<file path="config.mk">
export PLATFORM = sky130hd
export DESIGN_NAME = level_meter
export DESIGN_NICKNAME = d
export VERILOG_FILES = /design/src/rtl/level_meter.sv
export SDC_FILE = /design/constraint.sdc
export NUM_CORES = 1
export LEC_CHECK = 0
export BUFFER_PORTS_ARGS = -buffer_cell sky130_fd_sc_hd__buf_4
export CORE_ASPECT_RATIO = 1.4
export CORE_MARGIN = 2
export CORE_UTILIZATION = 40
export DETAILED_ROUTE_END_ITERATION = 12
export MAX_ROUTING_LAYER = met4
export PLACE_DENSITY = 0.69
export SLEW_MARGIN = 20
export SYNTH_ARGS = -nofsm -noshare
export SYNTH_HDL_FRONTEND = slang
export SYNTH_SLANG_ARGS = --single-unit
</file>
<file path="constraint.sdc">
create_clock -name clk_i -period 7.5 [get_ports clk_i]
set_clock_uncertainty 0.05 [all_clocks]
set_input_delay 1.5 -clock clk_i [delete_from_list [all_inputs] [get_ports clk_i]]
set_output_delay 1.5 -clock clk_i [all_outputs]
set_load 0.02 [all_outputs]
</file>
<file path="src/rtl/level_meter.sv">
// level_meter: 4-LED bar graph with envelope, peak hold and clip flag; in clk_i/srst_i/sample_tick_i/sample_i, out leds_o (bit 0 = lowest LED)
module level_meter #(
  parameter int DW          = 16,
  parameter int THR_1       = 1024,
  parameter int THR_2       = 4096,
  parameter int THR_3       = 12288,
  parameter int THR_4       = 24576,
  parameter int DECAY_SHIFT = 10,
  parameter int HOLD_TICKS  = 24000,
  parameter int CLIP_THR    = 32000,
  parameter int CLIP_TICKS  = 24000
) (
  input  logic                 clk_i,
  input  logic                 srst_i,
  input  logic                 sample_tick_i,
  input  logic signed [DW-1:0] sample_i,
  output logic [3:0]           leds_o
);
  localparam int MW = DW - 1;
  localparam int HW = $clog2(HOLD_TICKS) + 1;
  localparam int CW = $clog2(CLIP_TICKS) + 1;
  localparam logic [MW-1:0] T1 = MW'(THR_1);
  localparam logic [MW-1:0] T2 = MW'(THR_2);
  localparam logic [MW-1:0] T3 = MW'(THR_3);
  localparam logic [MW-1:0] T4 = MW'(THR_4);
  localparam logic [MW-1:0] CT = MW'(CLIP_THR);
  localparam logic [HW-1:0] HOLD = HW'(HOLD_TICKS);
  localparam logic [CW-1:0] CLIP = CW'(CLIP_TICKS);
  logic [DW-1:0] neg;
  logic [MW-1:0] mag, env, env_nxt, dec;
  logic [3:0] bar_nxt;
  logic [2:0] lvl_nxt, peak;
  logic [HW-1:0] hold_cnt;
  logic [CW-1:0] clip_cnt;
  function automatic logic [3:0] therm(input logic [MW-1:0] e);
    return {e >= T4, e >= T3, e >= T2, e >= T1};
  endfunction
  assign neg = -sample_i;
  // only the most negative input still has its top bit set after negation
  assign mag = !sample_i[DW-1] ? sample_i[MW-1:0] : neg[DW-1] ? '1 : neg[MW-1:0];
  assign dec = env >> DECAY_SHIFT;
  assign env_nxt = mag > env ? mag : env != '0 ? env - (dec == '0 ? MW'(1) : dec) : '0;
  assign bar_nxt = therm(env_nxt);
  assign lvl_nxt = 3'(bar_nxt[0]) + 3'(bar_nxt[1]) + 3'(bar_nxt[2]) + 3'(bar_nxt[3]);
  always_ff @(posedge clk_i) begin
    if (srst_i) begin
      env      <= '0;
      peak     <= '0;
      hold_cnt <= '0;
      clip_cnt <= '0;
      leds_o   <= '0;
    end else begin
      if (sample_tick_i) begin
        env <= env_nxt;
        if (lvl_nxt >= peak) begin
          peak     <= lvl_nxt;
          hold_cnt <= HOLD;
        end else if (hold_cnt != '0) begin
          hold_cnt <= hold_cnt - 1'b1;
        end else begin
          peak     <= peak - 1'b1;
          hold_cnt <= HOLD;
        end
        clip_cnt <= mag >= CT ? CLIP : clip_cnt != '0 ? clip_cnt - 1'b1 : '0;
      end
      // second pipeline stage: peak dot is bit (peak-1), nothing when peak is 0
      leds_o <= clip_cnt != '0 ? 4'hf : therm(env) | 4'((5'd1 << peak) >> 1);
    end
  end
endmodule

</file>
Yosys cells after proc, flatten, opt, wreduce, memory -nomap -nowiden
Index checks and enable logic that the tools add are counted.
{"block": "classes", "add_sub_neg": 8, "order_cmp": 11, "eq_ne": 1, "n_shift": 1, "mux": 12, "bitwise": 1, "n_reduce_logical": 5}
{"op": "$mux 16", "count": 4}
{"op": "$mux 15", "count": 4}
{"op": "$ge 15x15->1 const B", "count": 3}
{"op": "$reduce_bool 16->1", "count": 2}
{"op": "$sub 16x1->16 const B", "count": 2}
{"op": "$ge 15x11->1 const B", "count": 2}
{"op": "$ge 15x13->1 const B", "count": 2}
{"op": "$ge 15x14->1 const B", "count": 2}
{"op": "$neg 16->16", "count": 1}
{"op": "$gt 15x15->1", "count": 1}
{"op": "$logic_not 15->1", "count": 1}
{"op": "$reduce_bool 15->1", "count": 1}
{"op": "$sub 15x5->15", "count": 1}
{"op": "$mux 3", "count": 2}
{"op": "$mux 5", "count": 1}
{"op": "$shl 1x3->5 const A", "count": 1}
{"op": "$mux 4", "count": 1}
{"op": "$or 4x4->4", "count": 1}
{"op": "$add 2x1->3", "count": 1}
{"op": "$add 3x1->3", "count": 1}
{"op": "$ge 3x3->1", "count": 1}
{"op": "$sub 3x1->3 const B", "count": 1}
{"op": "$add 1x1->2", "count": 1}
{"op": "$ne 2x2->1 const B", "count": 1}
{"op": "$reduce_and 2->1", "count": 1}
{"block": "totals", "register_bits": 54, "input_bits": 19, "output_inout_bits": 4}

Logic depth before layout (Yosys ltp)
Gate-level depths: netlist of the first run.
{"block": "logic_depth", "word_depth": 12, "mapped_depth": 30}

Worst setup path after synthesis of the first run
No wires, ideal clock.
{"block": "synth_path", "kind": "input-to-reg", "startpoint": "in sample_i[5]", "endpoint": "reg peak[0]", "setup_time_ns": 0.132, "arrival_ns": 7.225, "path_slack_ns": 0.093, "stages": 28, "path_buffers": 3, "cell_sequence": "buf_2 -> or4_4 -> or2_0 -> or3_1 -> o21a_1 -> o21a_1 -> ha_1 -> a21oi_1 -> nand2_1 -> a211oi_1 -> a21oi_1 -> clkbuf_1 -> nor4b_1 -> a21oi_1 -> nor4_1 -> fa_1 -> inv_1 -> ha_1 -> inv_1 -> ha_1 -> nand2b_1 -> a21o_1 -> a21o_1 -> o21ai_1 -> clkbuf_1 -> nor3_1 -> a21oi_1 -> a21oi_1"}
{"block": "synth_via", "elab_chain_cells": 12, "elab_cells_between_ends": 16, "classes_between": "add/sub (4); order compare (6); eq/ne (1); mux (4); reduce/logical (1)"}
{"item": "from (decl)", "line_no": "16", "rtl": "input logic signed [DW-1:0] sample_i,"}
{"item": "$neg 16->16", "line_no": "38", "rtl": "assign neg = -sample_i;"}
{"item": "$mux 15", "line_no": "40", "rtl": "assign mag = !sample_i[DW-1] ? sample_i[MW-1:0] : neg[DW-1] ? '1 : neg[MW-1:0];"}
{"item": "$mux 15 *", "line_no": "40"}
{"item": "$gt 15x15->1", "line_no": "42", "rtl": "assign env_nxt = mag > env ? mag : env != '0 ? env - (dec == '0 ? MW'(1) : dec) : '0;"}
{"item": "$mux 15 *", "line_no": "42"}
{"item": "$ge 15x11->1 / $ge 15x13->1 (equally long branches)", "line_no": "36", "rtl": "return {e >= T4, e >= T3, e >= T2, e >= T1};"}
{"item": "$add 1x1->2", "line_no": "44", "rtl": "assign lvl_nxt = 3'(bar_nxt[0]) + 3'(bar_nxt[1]) + 3'(bar_nxt[2]) + 3'(bar_nxt[3]);"}
{"item": "$add 2x1->3", "line_no": "44"}
{"item": "$add 3x1->3 *", "line_no": "44"}
{"item": "$ge 3x3->1", "line_no": "55", "rtl": "if (lvl_nxt >= peak) begin"}
{"item": "$ne 2x2->1 (no source line)"}
{"item": "$reduce_and 2->1 (no source line)"}
{"item": "to (signal assigned)", "line_no": "56", "rtl": "peak <= lvl_nxt;"}
{"item": "to (signal assigned)", "line_no": "61", "rtl": "peak <= peak - 1'b1;"}
{"item": "to (decl)", "line_no": "32", "rtl": "logic [2:0] lvl_nxt, peak;"}
Every way passes the cells marked *; elsewhere a longest branch is shown, timed or not.
A chain may end at the register's enable or synchronous reset.

Worst setup path after layout of the first run
{"block": "layout_path", "startpoint": "in sample_i[6]", "endpoint": "reg peak[0]"}
Same word-level chain as after synthesis.

==> summary.txt, run 1 <==
Yosys
  • Yosys reg bits: 54
  • Synth top area cells: dfxtp_1, ha_1, a21oi_1
  • EDFF count, synth: 0
  • Post-synth top flop: dfxtp_1
  • YS warnings: 0
  • Mean Syn Cell Area: 7.718 um^2
  • Yosys top cell by area: dfxtp_1
  • Async S/R FF share, synth: 0
  • Distinct cell type count after synthesis: 59
  • Post-synth top area share: 0.2628
  • Post-Syn Area: 4114 um^2
  • Sequential area share after synthesis: 0.2628
  • Synth Instances: roughly 530
  • Syn Nets: 588

Drt
  • Drt pass-1 iters: 5
  • DRC viols: 0
  • Via count: 4062
  • 1st-iter DRT viols: 259
  • Avg WL per Cell: 15.60 um
  • Detail Route Antenna Nets: 0
  • Vias per cell: 5.896
  • Detailed Route WL: 10750 um

Setup path
  • Worst R2R Path Depth: 25
  • Crit start category: input port
  • Crit Path Class: input port to flop
  • CP Capture Type: flop
  • Crit Path Max Fanout: 13
  • Worst path required time: 7.61 ns
  • Arr. time, crit path: 7.31 ns

Finish
  • Layout cell share with drive strength beyond 1: 0.1083
  • Layout Nets: 608
  • Ant diodes: 0
  • Post-Layout Cell Count: roughly 690
  • Area growth syn-to-layout: 13.59%

Placement
  • Port buffer count: 22
  • Placed insts: 678
  • HPWL after detailed placement: 7946 um
  • Global placement routability congestion: 1.019

Timing
  • Actual slew at the worst max-slew pin: approximately 0.81 ns
  • Final Max Tran Viols: 0
  • Relative slew margins: 0.4603
  • RSZ-0062 raised after global routing: false
  • Period utilization: 0.9592
  • Post-layout minimum cycle time: between 7 and 8 ns
  • F_max: 139.0 MHz
  • Final setup viols: 0
  • Final hold viol count: 0
  • Setup TNS: 0 ns

Clocking
  • Later-pin clock latency in the skew report: around 0.29 ns
  • CTS tree: built
  • Clock sink count: 54
  • Clock buffer count from CTS: 5
  • Clk slew on worst S/H paths: 0.07 ns
  • CTS root buf: clkbuf_16
  • H-tree depth: 2
  • Max Root-Sink Buffers: 2

Global routing
  • GRT Util Overall: 0.1988
  • Initial antenna violation count: 0
  • Largest net degree at the start of global routing: 41
  • Grt ovf: 0
  • Vias in the first global route: about 3.8k
  • First-pass GRT wire length: 17790 um

Power
  • Power per Cell Area: 339.5 nW/um^2
  • Max rail drop VDD: 0.2378 mV
  • Leakage: 0.001810 uW

Floorplanning
  • Row count: 43
  • I/O pin total: 23
  • Die Wd: 89.71 um
  • Die area: between 10000 and 15000 um^2
  • Die Ht: 124.0 um
  • Starting density of the core: 0.4133
  • Core area: 9953 um^2

Min path
  • Min-delay worst type: flop to flop
  • Hold Path Cell Cnt: 2

Run
  • Number of max-cap violations: 0

Run status
  • Status: completed
-- layout by cell type, fill, tap and decap left out, drive strengths merged, types with 6 or more instances in the layout --
cell and instances:
dfxtp 54, nor2 44, a21oi 39, buf 38
o21ai 37, inv 36, nand2 34, ha 34
nor3 28, a211oi 21, xnor2 20, nor4 17
nand3 14, or3 12, nand2b 10, or4 10
clkbuf 7, nand4 6
-- power breakdown --
part           total, uW  internal [uW]  switching, uW  leakage [uW]
Clock                262            158            104     0.0000781
Sequential           480            383           96.8      0.000446
Combinational        845            374            471       0.00129
-- layout make-up --
cell class              instances  area, um^2
multi-input cells             418        2824
inverters                      36       135.1
flip-flops and latches         54        1081
well taps                     135       168.9
clock inverters                 1       30.03
clock buffers                   7       132.6
fillers                      1009        5280
repair buffers                 38       301.5
-- worst max-delay path: stages --
cell	delay, ns
buf_4	0.14
or4_4	0.57
or2_1	0.30
or3_1	0.39
o21a_1	0.19
o21a_1	0.18
ha_1	0.32
nand4_1	0.18
a31oi_1	0.19
a211oi_1	0.08
a21oi_2	0.38
buf_6	0.18
mux2i_2	0.26
nor4_2	0.09
fa_1	0.55
inv_1	0.04
ha_1	0.19
ha_1	0.30
ha_1	0.28
a21o_1	0.16
a21o_1	0.18
o21ai_1	0.16
buf_4	0.21
nor3_1	0.06
a21oi_1	0.13
a21oi_1	0.08
-- final timing paths --
| path | startpoint | to | slack (ns) |
|---|---|---|---|
| max | sample_i[6] | peak[0]$_SDFFE_PP0P_ | 0.31 |
| min | hold_cnt[2]$_SDFFE_PP0P_ | hold_cnt[2]$_SDFFE_PP0P_ | 0.44 |
| max reg2reg | env[13]$_SDFFE_PP0P_ | peak[0]$_SDFFE_PP0P_ | 1.59 |
| min reg2reg | hold_cnt[2]$_SDFFE_PP0P_ | hold_cnt[2]$_SDFFE_PP0P_ | 0.44 |
-- cell usage after synthesis (3+ instances only) --
master and instances:
a31oi_1 5, o22ai_1 3, nand2_1 34, a21o_1 5, o311a_1 3, clkbuf_1 22, a211oi_1 21, nor3b_1 3
or2_2 3, nor3_1 28, xor2_1 5, inv_1 36, a21oi_1 39, dfxtp_1 54, o21a_1 5, nand2b_1 10
ha_1 34, xnor2_1 20, or3_1 12, or4_1 9, o31ai_1 4, nor4_1 17, nor2_1 44, mux2i_1 4
a221oi_1 3, a22o_1 4, o41ai_1 4, o21ai_0 36, nor2b_1 5, nand3_1 14, o22a_1 3, o2111ai_1 3
nand4_1 6
-- through the flow --
step / instance area (um^2) / hold WS [ns] / utilization / worst slack, ns / power [uW]
final: 4673 / 0.4423 / 0.4695 / 0.3058 / 1587
after detailed placement: 4439 / 0.4316 / 0.4460 / 0.005237 / 1306
after global routing: 4673 / 0.4607 / 0.4695 / 0.03016 / 1726
after floorplan: 4114 / 0.4135 / - / 0.09310 / 1100
after global placement: 4439 / 0.4337 / 0.4460 / 0.1001 / 1277
after CTS: 4602 / 0.4406 / 0.4624 / 0.2709 / 1575
-- layer usage --
metal / share of wire / global-route usage
met4: 0.034 / 0.08654
met1: 0.43 / 0.2269
met2: 0.50 / 0.3546
met3: 0.039 / 0.02480
met5: 0 / -
-- logic make-up (layout without fill, tap and decap cells) --
kind of cell	count (synthesis)	after routing	share of synthesized area
flops	54	54	0.2628
mux	4	4	0.009733
fa+ha+maj	36	36	0.1131
buf+inv	61	82	0.05961
simple gates	198	198	0.2536
xor+xnor	25	25	0.05322
compound gates	155	155	0.2479
-- timing repair --
action	CTS	global route
hold buffers	0	0
setup endpoints to repair	0	19
setup buffers	0	3
gates resized for setup	0	8
-- state kept, by name, indices dropped and copies added (netlist names) --
name and flops:
clip_cnt 16, hold_cnt 16, env 15, leds_o 4, peak 3
(Power assumes the default switching activity.)
==> inputs of run 2 (changes only) <==
--- a/config.mk
+++ b/config.mk
@@ -6,7 +6,6 @@
 export NUM_CORES = 1
 export LEC_CHECK = 0
 export BUFFER_PORTS_ARGS = -buffer_cell sky130_fd_sc_hd__buf_4
-export CORE_ASPECT_RATIO = 1.4
 export CORE_MARGIN = 2
 export CORE_UTILIZATION = 40
 export DETAILED_ROUTE_END_ITERATION = 12
==> run 2 against run 1 <==
Net effect:
- register-to-register slack better by 0.24 ns
- largest power group unchanged
- utilization down 1.6 points
- fmax up 0.49%
==> summary.txt, run 2 (synthesis gave the netlist of run 1 again) <==
Setup path
  • Buf/Inv on CP: 3 (-1)
  • R2R Path Start: env[13]$_SDFFE_PP0P_
  • Worst R2R Path Depth: 25 (unchanged)
  • Critical Path Most Common Cell: ha_1
  • Crit start category: input port
  • R2R Setup Slk: 1.83 ns (+0.24 ns)
  • Arr. time, crit path: 7.37 ns (+0.06 ns)
  • Crit Path Max Fanout: 9 (-4)
  • CP Capture Type: flop
  • Slowest CP cell: or4_4
  • Crit Path Class: input port to flop
  • Delay-heaviest family, CP: simple AND/OR/NAND/NOR gates
  • Worst path required time: 7.71 ns (+0.10 ns)
  • Largest stage delay on the critical path: 0.57 ns (about the same)
  • RR Endpoint: peak[2]$_SDFFE_PP0P_

Floorplanning
  • Die Wd: 105.4 um (+18%)
  • Die area: 11110 um^2 (-0.10%)
  • Die Ht: 105.4 um (-15%)
  • I/O pin total: 23 (unchanged)
  • Starting density of the core: 0.4058 (-0.007549)
  • Row count: 37 (-14%)
  • Core area: 10140 um^2 (+1.9%)

Finish
  • # fillers: 998 (-1.1%)
  • Layout Nets: 604 (-0.66%)
  • Commonest non-fill, non-tap cell in the layout: dfxtp_1
  • Area growth syn-to-layout: 11.83%
  • Fin util: 0.4538 (-0.01573)
  • Biggest regs: clip_cnt (16), hold_cnt (16), env (15)
  • Ant diodes: 0 (unchanged)
  • Layout cell share with drive strength beyond 1: 0.1145 (+0.006242)
  • Most frequent cells in the layout: dfxtp_1, nor2_1, a21oi_1

Drt
  • Detailed Route WL: 10530 um (-2.0%)
  • 1st-iter DRT viols: 305 (+18%)
  • Detail Route Antenna Nets: 0 (unchanged)
  • DRC viols: 0 (unchanged)
  • Via count: 3979 (-2.0%)
  • Avg WL per Cell: 15.34 um (-1.6%)
  • Vias per cell: 5.800 (-1.6%)
  • Drt pass-1 iters: 5 (unchanged)

Clocking
  • CTS root buf: clkbuf_8
  • CTS tree: built
  • Clk slew on worst S/H paths: 0.11 ns (+0.04 ns)
  • H-tree depth: 2 (unchanged)
  • Max Root-Sink Buffers: 2 (unchanged)
  • Clock buffer count from CTS: 5 (unchanged)
  • Clock sink count: 54 (unchanged)
  • Later-pin clock latency in the skew report: 0.31 ns (+0.02 ns)
  • Number of buffers inserted by hold repair at cts: 0 (unchanged)

Power
  • Flop pwr share: 0.319 (+0.017)
  • Switching power: 675.6 uW (+0.54%)
  • Clk pwr share: 0.114 (-0.051)
  • Power per Cell Area: 325.6 nW/um^2 (-4.1%)
  • Leakage: 0.001771 uW (-2.2%)
  • Max rail drop VDD: 0.1411 mV (-41%)
  • Comb power frac: 0.567 (+0.034)
  • Sw Share: 0.4510 (+0.02753)
  • Cell-internal power: 822.4 uW (-10%)
  • Overall power: 1498 uW (-5.6%)

Placement
  • Global placement routability congestion: 0.9915 (-2.7%)
  • HPWL after detailed placement: 7789 um (-2.0%)
  • Port buffer count: 22 (unchanged)

Timing
  • Actual slew at the worst max-slew pin: 0.8190 ns (+0.01034 ns)
  • Period utilization: 0.9545 (-0.004688)
  • Final hold viol count: 0 (unchanged)
  • Post-layout minimum cycle time: 7.159 ns (-0.03516 ns)
  • Relative slew margins: 0.4498 (-0.01050)
  • F_max: 139.7 MHz (+0.49%)
  • Final Max Tran Viols: 0 (unchanged)
  • Final setup viols: 0 (unchanged)

Global routing
  • Grt ovf: 0 (unchanged)
  • Largest net degree at the start of global routing: 41 (unchanged)
  • Vias in the first global route: 3752 (-1.5%)
  • First-pass GRT wire length: 17930 um (+0.78%)
  • GRT Util Overall: 0.1973 (-0.001501)
  • Initial antenna violation count: 0 (unchanged)

Min path
  • Endpoint, Worst Hold: hold_cnt[1]$_SDFFE_PP0P_
  • HP Start: hold_cnt[1]$_SDFFE_PP0P_
  • Hold Path Cell Cnt: 2 (unchanged)
  • Min-delay worst type: flop to flop

Run
  • Number of max-cap violations: 0 (unchanged)

Run status
  • Status: completed
==> run 2: cell count changes in the layout (fill, tap and decap cells not counted), sizes merged <==
cell / change
clkinvlp: +2
bufinv: -1
clkbuf: -2
buf: -5
inv: +1
a21oi: +1
==> run 2: cell type report <==
class / count / area [um^2] / area share
well taps: 136 / 170.2 / 0.03699
clock buffers: 5 / 68.82 / 0.01496
flip-flops and latches: 54 / 1081 / 0.2350
inverters: 36 / 135.1 / 0.02937
repair buffers: 33 / 247.7 / 0.05385
clock inverters: 3 / 23.77 / 0.005167
multi-input cells: 419 / 2874 / 0.6247
==> run 2: worst max-delay path by stage <==
stage               slack, ns  depth (start not counted)                  endpoint   startpoint
floorplan                0.09                         28      peak[0]$_SDFFE_PP0P_  sample_i[5]
global placement         0.05                         26  hold_cnt[1]$_SDFFE_PP0P_  sample_i[1]
detailed placement      -0.08                         25  hold_cnt[1]$_SDFFE_PP0P_  sample_i[1]
CTS                      0.21                         25  hold_cnt[1]$_SDFFE_PP0P_  sample_i[1]
global route            -0.04                         26      peak[0]$_SDFFE_PP0P_  sample_i[6]
finish                   0.34                         26      peak[2]$_SDFFE_PP0P_  sample_i[6]
==> run 2: repair_timing <==
| action | in CTS | in global routing |
|---|---|---|
| endpoints found under the setup margin | 0 | 19 |
| setup buffers | 0 | 0 |
| gates resized for setup | 0 | 14 |
==> run 2: power by group through the flow <==
stage	combinational, uW	clock, uW	sequential (uW)
after floorplan	631	0	469
after global placement	801	0	477
after detailed placement	823	0	483
after CTS	829	176	477
after global routing	959	185	495
final	849	171	478
==> run 2: worst min-delay path, delay by kind of cell, from the launching register on <==
family,cells,cell delay [ns]
AO/OA/AOI/OAI,1,0.04
flip-flops,1,0.34
AND/OR/NAND/NOR,1,0.08
==> run 2: per-stage QoR <==
stage	cell area, um^2	worst slack, ns	hold WS (ns)	setup TNS [ns]	instances
finish	4601	0.3410	0.4527	0	686
global route	4601	-0.03555	0.4818	-0.06000	686
CTS	4518	0.2087	0.4548	0	685
detailed placement	4425	-0.07663	0.4388	-0.1806	677
global placement	4425	0.05228	0.4330	0	677
floorplan	4114	0.09310	0.4135	0	533
==> run 2: metal layers <==
layer  global-route usage  share of wire  vias up
met3              0.01979          0.041       10
met4              0.03524          0.010        0
met5                    -              0        -
met1               0.2540           0.46     1876
met2               0.3392           0.49       88
li1                     -              -     2005
